===== src/rtl/pipelined_cla_adder_pkg.sv =====
// pipelined_cla_adder shared package
// op encodings, default segment width, carry-in helper
package pipelined_cla_pkg;

  localparam logic [1:0] OP_ADD  = 2'b00;
  localparam logic [1:0] OP_SUB  = 2'b01;
  localparam logic [1:0] OP_ADDC = 2'b10;
  localparam logic [1:0] OP_SUBB = 2'b11;

  localparam int SEG_W_DEF = 4;

  // SUBB inverts the borrow so cin=1 takes one more away
  function automatic logic eff_c0(
    input logic [1:0] op,
    input logic       cin
  );
    logic c;
    unique case (op)
      OP_ADD:  c = 1'b0;
      OP_SUB:  c = 1'b1;
      OP_ADDC: c = cin;
      OP_SUBB: c = ~cin;
    endcase
    return c;
  endfunction

  function automatic logic is_sub(input logic [1:0] op);
    return (op == OP_SUB) || (op == OP_SUBB);
  endfunction

endpackage


===== src/rtl/pipelined_cla_adder_if.sv =====
// pipelined_cla_adder operand/result bus
// master drives operands and consumes results
interface pipelined_cla_adder_if #(
  parameter int WIDTH = 16
);

  logic             in_valid;
  logic             in_ready;
  logic [WIDTH-1:0] a;
  logic [WIDTH-1:0] b;
  logic [1:0]       op;
  logic             cin;
  logic             out_valid;
  logic             out_ready;
  logic [WIDTH-1:0] sum;
  logic             cout;
  logic             ovf;
  logic             zero;

  modport master (
    output in_valid, a, b, op, cin, out_ready,
    input  in_ready, out_valid, sum, cout, ovf, zero
  );

  modport slave (
    input  in_valid, a, b, op, cin, out_ready,
    output in_ready, out_valid, sum, cout, ovf, zero
  );

endinterface


===== src/rtl/pipelined_cla_adder_segment.sv =====
// cla_segment: combinational SEG_W-bit lookahead slice
// carries are flat sum-of-products, no ripple chain
module cla_segment #(
  parameter int SEG_W = 4
) (
  input  logic [SEG_W-1:0] a,
  input  logic [SEG_W-1:0] b_eff,
  input  logic             c_in,
  output logic [SEG_W-1:0] s,
  output logic             c_out,
  output logic             c_msb_in
);

  logic [SEG_W-1:0] p;
  logic [SEG_W-1:0] g;
  logic [SEG_W:0]   c;
  logic             t;
  logic             pp;

  assign p = a ^ b_eff;
  assign g = a & b_eff;

  // c[i+1] = g[i] | p[i]g[i-1] | ... | p[i..0]c_in
  always_comb begin
    c    = '0;
    t    = 1'b0;
    pp   = 1'b0;
    c[0] = c_in;
    for (int i = 0; i < SEG_W; i++) begin
      t  = g[i];
      pp = p[i];
      for (int j = i - 1; j >= 0; j--) begin
        t  = t | (pp & g[j]);
        pp = pp & p[j];
      end
      c[i+1] = t | (pp & c_in);
    end
  end

  assign s        = p ^ c[SEG_W-1:0];
  assign c_out    = c[SEG_W];
  assign c_msb_in = c[SEG_W-1];

endmodule


===== src/rtl/pipelined_cla_adder.sv =====
// pipelined_cla_adder: one lookahead segment per stage
// skew/de-skew ranks, registered carries, global stall
module pipelined_cla_adder
  import pipelined_cla_pkg::*;
#(
  parameter int WIDTH = 16,
  parameter int SEG_W = SEG_W_DEF
) (
  input logic clk,
  input logic rst_n,
  pipelined_cla_adder_if.slave bus
);

  localparam int NSEG = WIDTH / SEG_W;

  logic adv;

  // rank k feeds segment k
  logic             rv [NSEG];
  logic [WIDTH-1:0] ra [NSEG];
  logic [WIDTH-1:0] rb [NSEG];
  logic             rc [NSEG];
  logic [WIDTH-1:0] rs [NSEG];

  logic [SEG_W-1:0] seg_s  [NSEG];
  logic             seg_co [NSEG];
  logic             seg_cm [NSEG];
  logic [WIDTH-1:0] s_nxt  [NSEG];

  assign adv          = !bus.out_valid || bus.out_ready;
  assign bus.in_ready = adv;

  for (genvar k = 0; k < NSEG; k++) begin : g_seg
    localparam logic [WIDTH-1:0] MSK =
      {{(WIDTH-SEG_W){1'b0}}, {SEG_W{1'b1}}} << (k * SEG_W);

    cla_segment #(
      .SEG_W(SEG_W)
    ) u_seg (
      .a       (ra[k][k*SEG_W +: SEG_W]),
      .b_eff   (rb[k][k*SEG_W +: SEG_W]),
      .c_in    (rc[k]),
      .s       (seg_s[k]),
      .c_out   (seg_co[k]),
      .c_msb_in(seg_cm[k])
    );

    assign s_nxt[k] = (rs[k] & ~MSK)
                    | ({{(WIDTH-SEG_W){1'b0}}, seg_s[k]}
                       << (k * SEG_W));
  end

  // shift every rank by one on advance, hold otherwise
  always_ff @(posedge clk or negedge rst_n) begin
    if (!rst_n) begin
      for (int k = 0; k < NSEG; k++) begin
        rv[k] <= 1'b0;
        ra[k] <= '0;
        rb[k] <= '0;
        rc[k] <= 1'b0;
        rs[k] <= '0;
      end
      bus.out_valid <= 1'b0;
      bus.sum       <= '0;
      bus.cout      <= 1'b0;
      bus.ovf       <= 1'b0;
      bus.zero      <= 1'b0;
    end else if (adv) begin
      rv[0] <= bus.in_valid;
      ra[0] <= bus.a;
      rb[0] <= is_sub(bus.op) ? ~bus.b : bus.b;
      rc[0] <= eff_c0(bus.op, bus.cin);
      rs[0] <= '0;
      for (int k = 1; k < NSEG; k++) begin
        rv[k] <= rv[k-1];
        ra[k] <= ra[k-1];
        rb[k] <= rb[k-1];
        rc[k] <= seg_co[k-1];
        rs[k] <= s_nxt[k-1];
      end
      bus.out_valid <= rv[NSEG-1];
      if (rv[NSEG-1]) begin
        bus.sum  <= s_nxt[NSEG-1];
        bus.cout <= seg_co[NSEG-1];
        bus.ovf  <= seg_co[NSEG-1] ^ seg_cm[NSEG-1];
        bus.zero <= (s_nxt[NSEG-1] == '0);
      end
    end
  end

endmodule


===== src/flat_wrapper.sv =====
// flat-port wrapper written by rule: the top's interface ports become plain ports
module pipelined_cla_adder_flat import pipelined_cla_pkg::*;
#(
  parameter int WIDTH = 16,
  parameter int SEG_W = SEG_W_DEF
)
  (clk, rst_n, bus_in_valid, bus_a, bus_b, bus_op, bus_cin, bus_out_ready, bus_in_ready, bus_out_valid, bus_sum, bus_cout, bus_ovf, bus_zero);
  pipelined_cla_adder_if #(.WIDTH(WIDTH)) bus_i ();
  input logic clk;
  input logic rst_n;
  input wire logic [$bits(bus_i.in_valid)-1:0] bus_in_valid;
  input wire logic [$bits(bus_i.a)-1:0] bus_a;
  input wire logic [$bits(bus_i.b)-1:0] bus_b;
  input wire logic [$bits(bus_i.op)-1:0] bus_op;
  input wire logic [$bits(bus_i.cin)-1:0] bus_cin;
  input wire logic [$bits(bus_i.out_ready)-1:0] bus_out_ready;
  output wire logic [$bits(bus_i.in_ready)-1:0] bus_in_ready;
  output wire logic [$bits(bus_i.out_valid)-1:0] bus_out_valid;
  output wire logic [$bits(bus_i.sum)-1:0] bus_sum;
  output wire logic [$bits(bus_i.cout)-1:0] bus_cout;
  output wire logic [$bits(bus_i.ovf)-1:0] bus_ovf;
  output wire logic [$bits(bus_i.zero)-1:0] bus_zero;
  assign bus_i.in_valid = bus_in_valid;
  assign bus_i.a = bus_a;
  assign bus_i.b = bus_b;
  assign bus_i.op = bus_op;
  assign bus_i.cin = bus_cin;
  assign bus_i.out_ready = bus_out_ready;
  assign bus_in_ready = bus_i.in_ready;
  assign bus_out_valid = bus_i.out_valid;
  assign bus_sum = bus_i.sum;
  assign bus_cout = bus_i.cout;
  assign bus_ovf = bus_i.ovf;
  assign bus_zero = bus_i.zero;
  pipelined_cla_adder #(.WIDTH(WIDTH), .SEG_W(SEG_W)) u_core (.clk(clk), .rst_n(rst_n), .bus(bus_i));
endmodule

===== config.mk =====
export PLATFORM = sky130hd
export DESIGN_NAME = pipelined_cla_adder_flat
export DESIGN_NICKNAME = d
export VERILOG_FILES = /design/src/rtl/pipelined_cla_adder_pkg.sv /design/src/rtl/pipelined_cla_adder_if.sv /design/src/rtl/pipelined_cla_adder_segment.sv /design/src/rtl/pipelined_cla_adder.sv /design/src/flat_wrapper.sv
export SDC_FILE = /design/constraint.sdc
export NUM_CORES = 1
export LEC_CHECK = 0
export CAP_MARGIN = 15
export CORE_AREA = 2 2 128 105
export DETAILED_ROUTE_END_ITERATION = 16
export DIE_AREA = 0 0 130 107
export PLACE_DENSITY = 0.76
export SYNTH_ARGS = -nofsm -noshare
export SYNTH_HDL_FRONTEND = slang
export SYNTH_SLANG_ARGS = --single-unit

===== constraint.sdc =====
create_clock -name clk -period 2.4 [get_ports clk]
set_clock_uncertainty 0.15 [all_clocks]
set_input_delay 0.48 -clock clk [delete_from_list [all_inputs] [get_ports clk]]
set_output_delay 0.48 -clock clk [all_outputs]
set_load 0.05 [all_outputs]

# Word-level counts from Yosys, hierarchy flattened

Cells that the tools add are included.
W data, S select, Z words.

Bitwise operators: 122
Equal/unequal tests: 3
Mux-type cells: 2
Reductions and logical operators: 6

Operators by type and width:

| operator             | number |
|---|---|
| $and A1 B1 Y1        | 64 |
| $or A1 B1 Y1         | 40 |
| $xor A4 B4 Y4        | 8 |
| $and A4 B4 Y4        | 4 |
| $logic_not A16 Y1    | 1 |
| $mux W16             | 1 |
| $not A16 Y16         | 1 |
| $or A12 B16 Y16      | 1 |
| $or A8 B12 Y12       | 1 |
| $or A4 B8 Y8         | 1 |
| $eq A2 B2 Y1 const B | 2 |
| $pmux W1 S4          | 1 |
| $eq A2 B1 Y1 const B | 1 |
| $logic_not A2 Y1     | 1 |
| $logic_or A1 B1 Y1   | 2 |
| $reduce_and A2 Y1    | 1 |
| $logic_not A1 Y1     | 1 |
| $not A1 Y1           | 1 |
| $xor A1 B1 Y1        | 1 |

Word-level logic and storage cells: 157
Register bits: 180

# Longest topological paths before layout

Gate-level depths: netlist of run 1.

Word-level depth: 8
Mapped depth: 7
Depth with buffers taken out: 6

# Hierarchy

Synthesis of run 1 repeated with hierarchy kept, for this count alone.

Cells, all modules: 394
Area total of the unflattened synthesis: 5924.4 µm²

By module, submodules not included:

| module                                   | instances | sequential area each (µm²) | area each (µm²) | cells an instance |
|---|---|---|---|---|
| pipelined_cla_adder                      | 1         | 3303.2                     | 5318.9          | 326 |
| cla_segment at u_core.g_seg[0].u_seg ... | 3         | 0.0                        | 155.1           | 18 |
| cla_segment at u_core.g_seg[3].u_seg     | 1         | 0.0                        | 140.1           | 14 |

# Worst setup path before layout of run 1

OpenSTA, ideal clock, no wires.

Path type: flip-flop to output port
Start point: register u_core.bus.out_valid
End point: output bus_in_ready
Cell stages (with the launch flop): 6
Path buffers: 3
Path slack: 0.299 ns
Arrival: 1.471 ns
Cells stage by stage: dfrtp_1 nor2b_1 buf_2 inv_8 buf_2 buf_2

Longest elaborated chain between the ends: 2

RTL lines:

| item                   | RTL line                     | RTL |
|---|---|---|
| start, declared        | pipelined_cla_adder_if.sv:27 | `output in_ready, out_valid, sum, cout, ovf, zero` |
| start signal, assigned | pipelined_cla_adder.sv:81    | `bus.out_valid <= rv[NSEG-1];` |
| $logic_not A1 Y1       | pipelined_cla_adder.sv:30    | `assign adv = !bus.out_valid \|\| bus.out_ready;` |
| $logic_or A1 B1 Y1     | pipelined_cla_adder.sv:30    |  |
| end, declared          | flat_wrapper.sv:17           | `output wire logic [$bits(bus_i.in_ready)-1:0] bus_in_ready;` |

No other way between the ends.

# Worst setup path in the final report of run 1

Start point: register u_core.bus.sum[12]
End point: output bus_sum[12]

RTL lines:

| item                   | RTL line                     | RTL |
|---|---|---|
| start, declared        | pipelined_cla_adder_if.sv:27 |  |
| start signal, assigned | pipelined_cla_adder.sv:83    | `bus.sum <= s_nxt[NSEG-1];` |
| end, declared          | flat_wrapper.sv:19           | `output wire logic [$bits(bus_i.sum)-1:0] bus_sum;` |

No word-level cell between the ends.

==> results of run 1 <==
[registers in the layout (all words and copies together), names as in the netlist]
signal	count
u_core.bus.cout	1
u_core.rv	4
u_core.bus.zero	1
u_core.bus.ovf	1
u_core.rs	24
u_core.bus.out_valid	1
u_core.ra	40
u_core.rc	4
u_core.bus.sum	16
u_core.rb	40
[power breakdown]
group / switching, mW / internal [mW] / total [mW]
Sequential: 0.619 / 3.23 / 3.85
Combinational: 2.20 / 1.44 / 3.64
Clock: 0.903 / 1.42 / 2.33
[layout make-up]
type / count / area, µm²
multi-input combinational: 398 / 2100
fill: 1120 / 5720
sequential: 132 / 3300
inverter: 16 / 67.6
clock buffer: 19 / 443
tap: 175 / 219
clock inverter: 11 / 88.8
timing repair buffer: 67 / 698
[kinds of logic (layout without fill, tap and decap cells)]
kind of cell | count (synthesis) | after routing | share of synthesized area (%)
XOR/XNOR | 29 | 29 | 4.54
adder cells (fa/ha/maj) | 20 | 20 | 5.01
AND/OR/NAND/NOR | 274 | 274 | 19.2
buffers and inverters | 45 | 113 | 3.69
AO/OA/AOI/OAI | 63 | 63 | 6.19
flip-flops | 132 | 132 | 59.0
multiplexers | 12 | 12 | 2.41
[repair_timing]
item                                   in CTS  in global routing
endpoints found under the hold margin      35                  0
resized for setup                           0                  0
hold buffers                                1                  0
[worst paths after layout]
check	startpoint	end	slack, ns	cells after the start
hold / removal	u_core.rb[41]	u_core.rb[41]	0.31	2
max in group asynchronous	rst_n	u_core.rb[43]	0.99	3
min in group asynchronous	rst_n	u_core.bus.sum[1]	0.43	2
hold reg to reg	u_core.rb[41]	u_core.rb[41]	0.31	2
setup / recovery	u_core.bus.sum[12]	bus_sum[12]	0.18	1
setup reg to reg	u_core.ra[12]	u_core.bus.zero	0.20	6
[layout by cell type, fill, tap and decap left out, types with 2 or more instances in the layout]
master           synthesis  layout
nand2_1                251     251
dfrtp_1                132     132
clkdlybuf4s50_1          0      57
o21ai_0                 32      32
xnor2_1                 22      22
a21oi_1                 20      20
clkbuf_16                0      17
ha_1                    16      16
inv_1                   15      15
nor2_1                  13      13
mux2_2                   8       8
xor2_1                   7       7
clkinv_2                 0       7
buf_4                    0       5
a211oi_1                 4       4
mux2_1                   4       4
fa_1                     4       4
buf_12                   0       4
a21o_1                   3       3
o21bai_1                 3       3
clkinvlp_4               0       2
[through the flow]
| step | worst slack [ns] | hold WS [ns] | power [mW] | util (%) | instances |
|---|---|---|---|---|---|
| floorplan | 0.299 | 0.0344 | 6.39 | - | 575 |
| global route | 0.0854 | 0.334 | 10.6 | 54.7 | 818 |
| CTS | 0.158 | 0.318 | 9.91 | 54.7 | 818 |
| finish | 0.177 | 0.314 | 9.82 | 54.7 | 818 |
| global placement | 0.219 | 0.298 | 7.30 | 50.4 | 787 |
| detailed placement | 0.191 | 0.306 | 7.51 | 50.4 | 787 |
[layer usage]
metal / wire length (µm) / part of all wire, %
met4: 153 / 1.4
met2: 5230 / 47
met1: 5120 / 46
met3: 536 / 4.9
met5: 0 / 0
[worst register-to-register path: cells and delay by family, from the launching register on]
kind	cells	cell delay, ns
simple gates	3	0.83
fa+ha+maj	1	0.55
flops	1	0.37
compound gates	1	0.17
buf+inv	1	0.08
==> impl_metrics.yaml, run 1 <==
floorplanning:
  die_y_um: 107
  rows: 37
  core_area_um2: 12600
  start_util_pct: 44.3
  ios: 60
  die_w_um: 130
  die_area_um2: 13900
clock_network:
  htreeDepth: 4
  clkTransAtPathRegs_ns: 0.05
  clkLatencyLatePin_ns: 0.41
  cts_sinks: 132
  cts_buffers: 17
  cts_tree: "yes"
  post-cts-setup-buffers: 0
  cts_max_path_buffers: 2
  ctsRootBufferMaster: "clkbuf_16"
drt:
  vias: 3926
  routedWlPerCell_um: 13.5
  wirelength_um: 11000
  ant_nets: 0
  viasPerCell: 4.80
  firstDrtPassIters: 4
  drt-initial-drc-count: 251
  drc: 0
finish:
  finalNetCount: 691
  layout-drive-gt1-share_pct: 7.93
  area_growth_pct: 23.5
  diodes: 0
  final_area_um2: 6920
setup_path:
  slowest_stage: "clkdlybuf4s50_1"
  worstPathRequired_ns: 1.77
  setup.worst_path.class: "register to primary output"
  crit_path_cell_trace: "clkdlybuf4s50_1"
  crit_family: "buffers and inverters"
  cp-start-kind: "register"
  cp.arrival_ns: 1.59
  slowest_delay_ns: 0.83
  critPathMaxFanout: 2
  worstSetupEndpointType: "primary output"
  cp_num_buf_inv: 1
global_routing:
  grt_max_degree: 118
  grt_pass1_vias: 3918
  antenna_found_initial: 0
  busiest_layer: "met2"
  grt-ovfl-total: 0
  use_met2_pct: 26.8
  grt_pass1_wl_um: 18800
  grt_use_met3_pct: 4.99
  grt_usage_pct: 17.4
  grt_use_met1_pct: 23.5
logic_synthesis:
  synthArstFlopShare_pct: 100
  synth_top_area_share_pct: 59.0
  post-synth-top-area-cell: "dfrtp_1"
  synth_edf_count: 0
  yosysSeqAreaShare_pct: 59.0
  ys_top_cells_by_area: "dfrtp_1, nand2_1, ha_1"
  yosysUniqueCellTypes: 30
  avgSynthCellArea_um2: 9.74
  postSynthCellCount: 575
  synth_nets: 634
  synth_common_cells: "nand2_1, dfrtp_1, o21ai_0"
  syn-cell-area_um2: 5600
  ys.flop_type: "dfrtp_1"
  synth_most_common_cell: "nand2_1"
  yosys_register_bits: 132
  synth_warnings: 0
timing:
  hold_viol: 0
  clock.fmax_mhz: 450
  tightest_slew_ns: 0.519
  setup_violations: 0
  fin_setup_tns_ns: 0
  relSlewSlack_pct: 65.3
  rsz0062_at_grt: "no"
  slew_viol_final: 0
  min_period_ns: 2.22
  fin_crit_sh_pct: 92.6
power:
  p_leak_nw: 3.35
  pwr_density_cell_nw_per_um2: 1420
  vdd_ir_drop_max_mv: 0.717
place:
  io_buffers: 59
  hpwl_um: 7430
  gp_congestion: 0.814
  placed_cell_area_um2: 6370
job:
  timing.max_cap.violations: 0
outcome:
  status: "finished clean"
hold_path:
  holdCritPathClass: "register to register"
(Power assumes the default switching activity.)
==> inputs of run 2 (changes only) <==
--- a/config.mk
+++ b/config.mk
@@ -6,10 +6,11 @@
 export NUM_CORES = 1
 export LEC_CHECK = 0
 export CAP_MARGIN = 15
-export CORE_AREA = 2 2 128 105
+export CORE_AREA = 2 2 132 108
 export DETAILED_ROUTE_END_ITERATION = 16
-export DIE_AREA = 0 0 130 107
+export DIE_AREA = 0 0 134 110
 export PLACE_DENSITY = 0.76
 export SYNTH_ARGS = -nofsm -noshare
 export SYNTH_HDL_FRONTEND = slang
+export SYNTH_HIERARCHICAL = 1
 export SYNTH_SLANG_ARGS = --single-unit
==> constraint.sdc (replaced) <==
create_clock -name clk -period 2.6 [get_ports clk]
set_clock_uncertainty 0.15 [all_clocks]
set_input_delay 0.52 -clock clk [delete_from_list [all_inputs] [get_ports clk]]
set_output_delay 0.52 -clock clk [all_outputs]
set_load 0.05 [all_outputs]
==> impl_metrics.yaml, run 2 <==
power:
  pwr_density_cell_nw_per_um2: 1370
  p_leak_nw: 3.26
  vdd_ir_drop_max_mv: 0.722
timing:
  hold_viol: 0
  fin_setup_tns_ns: 0
  rsz0062_at_grt: "no"
  setup_violations: 0
  slew_viol_final: 0
  fin_crit_sh_pct: 87.6
  relSlewSlack_pct: 66.3
  min_period_ns: 2.28
  clock.fmax_mhz: 439
  tightest_slew_ns: 0.504
  hold_ws_ns: 0.349
  setup_slack_ns: 0.323
logic_synthesis:
  synth_nets: 453
  synth_common_cells: "dfrtp_1, mux2_2, mux2_4"
  yosysUniqueCellTypes: 25
  avgSynthCellArea_um2: 15.0
  synth_edf_count: 0
  ys_top_cells_by_area: "dfrtp_1, mux2_4, mux2_2"
  syn-cell-area_um2: 5920
  ys.flop_type: "dfrtp_1"
  synth_most_common_cell: "dfrtp_1"
  yosysSeqAreaShare_pct: 55.8
  post-synth-top-area-cell: "dfrtp_1"
  synthArstFlopShare_pct: 100
  synth_top_area_share_pct: 55.8
  synth_warnings: 6
  yosys_register_bits: 132
  postSynthCellCount: 394
clock_network:
  cts_tree: "yes"
  htreeDepth: 4
  cts_sinks: 132
  postCtsHoldBufs: 1
  cts_resized: 0
  post-cts-setup-buffers: 0
  ctsRootBufferMaster: "clkbuf_16"
  clkLatencyLatePin_ns: 0.41
  cts_max_path_buffers: 2
  cts_buffers: 17
  clkTransAtPathRegs_ns: 0.06
setup_path:
  worstSetupEndpointType: "primary output"
  slowest_delay_ns: 0.81
  setup.worst_path.class: "register to primary output"
  cp_num_buf_inv: 1
  crit_family: "buffers and inverters"
  slowest_stage: "clkdlybuf4s50_1"
  worstPathRequired_ns: 1.93
  critPathMaxFanout: 2
  crit_path_cell_trace: "clkdlybuf4s50_1"
  cp.arrival_ns: 1.61
  reg2reg_slack_ns: 0.50
  cp-start-kind: "register"
drt:
  firstDrtPassIters: 4
  viasPerCell: 4.69
  drc: 0
  ant_nets: 0
  drt-initial-drc-count: 105
  vias: 3075
  wirelength_um: 9660
  routedWlPerCell_um: 14.7
global_routing:
  grt_pass1_vias: 3238
  antenna_found_initial: 0
  grt_use_met1_pct: 20.7
  busiest_layer: "met2"
  grt_use_met3_pct: 4.71
  use_met2_pct: 20.9
  grt_max_degree: 60
  grt-ovfl-total: 0
  grt_pass1_wl_um: 16500
  grt_usage_pct: 14.6
finish:
  final_cell_mix: "dfrtp_1, mux2_2, clkdlybuf4s50_1, mux2_4, nor2_1"
  diodes: 0
  top_regs: "u_core/ra (40), u_core/rb (40), u_core/rs (24)"
  utilization_pct: 54.1
  finalNetCount: 522
  layout-drive-gt1-share_pct: 34.1
  area_growth_pct: 22.1
  layout_commonest_cell: "dfrtp_1"
  layout.cells.non_filler: 655
job:
  timing.max_cap.violations: 0
outcome:
  status: "finished clean"
floorplanning:
  start_util_pct: 44.3
  die_w_um: 134
  core_area_um2: 13400
  ios: 60
  rows: 38
  die_y_um: 110
  die_area_um2: 14700
place:
  io_buffers: 59
  preCtsSetupSlack_ns: 0.357
  place_inst: 623
  hpwl_um: 6680
  gp_congestion: 0.758
hold_path:
  holdCritPathClass: "register to register"
-- run 2: logic make-up after synthesis --
group | count (synthesis) | synth area share [%]
compound gates | 33 | 3.89
xor+xnor | 30 | 4.44
fa+ha+maj | 20 | 4.73
buf+inv | 31 | 3.48
flops | 132 | 55.8
mux | 114 | 25.0
simple gates | 34 | 2.70
-- run 2: per-stage QoR --
step | power, mW | cell area (µm²)
after floorplan | 6.82 | 5920
final | 9.93 | 7230
after global placement | 7.66 | 6690
after global routing | 10.6 | 7230
after detailed placement | 7.82 | 6690
after CTS | 10.0 | 7230
-- run 2: routing by layer --
layer / wire length, µm / share of wire [%]
met1: 5100 / 53
met2: 3990 / 41
met3: 480 / 5.0
met4: 88 / 0.91
met5: 0 / 0
-- run 2: path summary, 6_finish.rpt --
path / startpoint / end / cells after the start
min reg2reg: u_core/bus.sum[10] / u_core/bus.sum[10] / 1
max in group asynchronous: rst_n / u_core/bus.sum[0] / 3
min: u_core/bus.sum[10] / u_core/bus.sum[10] / 1
max: u_core/bus.out_valid / bus_out_valid / 1
min in group asynchronous: rst_n / u_core/rb[57] / 2
max reg2reg: u_core/ra[12] / u_core/bus.zero / 7
-- run 2: area by class of cell --
type                    instances  area, µm²
repair buffers                 68        706
fillers                      1077       6130
multi-input cells             231       2410
flip-flops and latches        132       3300
clock buffers                  20        447
clock inverters                11       87.6
well taps                     180        225
inverters                      13       48.8
-- run 2: power by group --
group / internal [mW] / switching, mW
clock network: 1.32 / 0.822
registers: 3.01 / 0.633
logic: 2.22 / 1.93
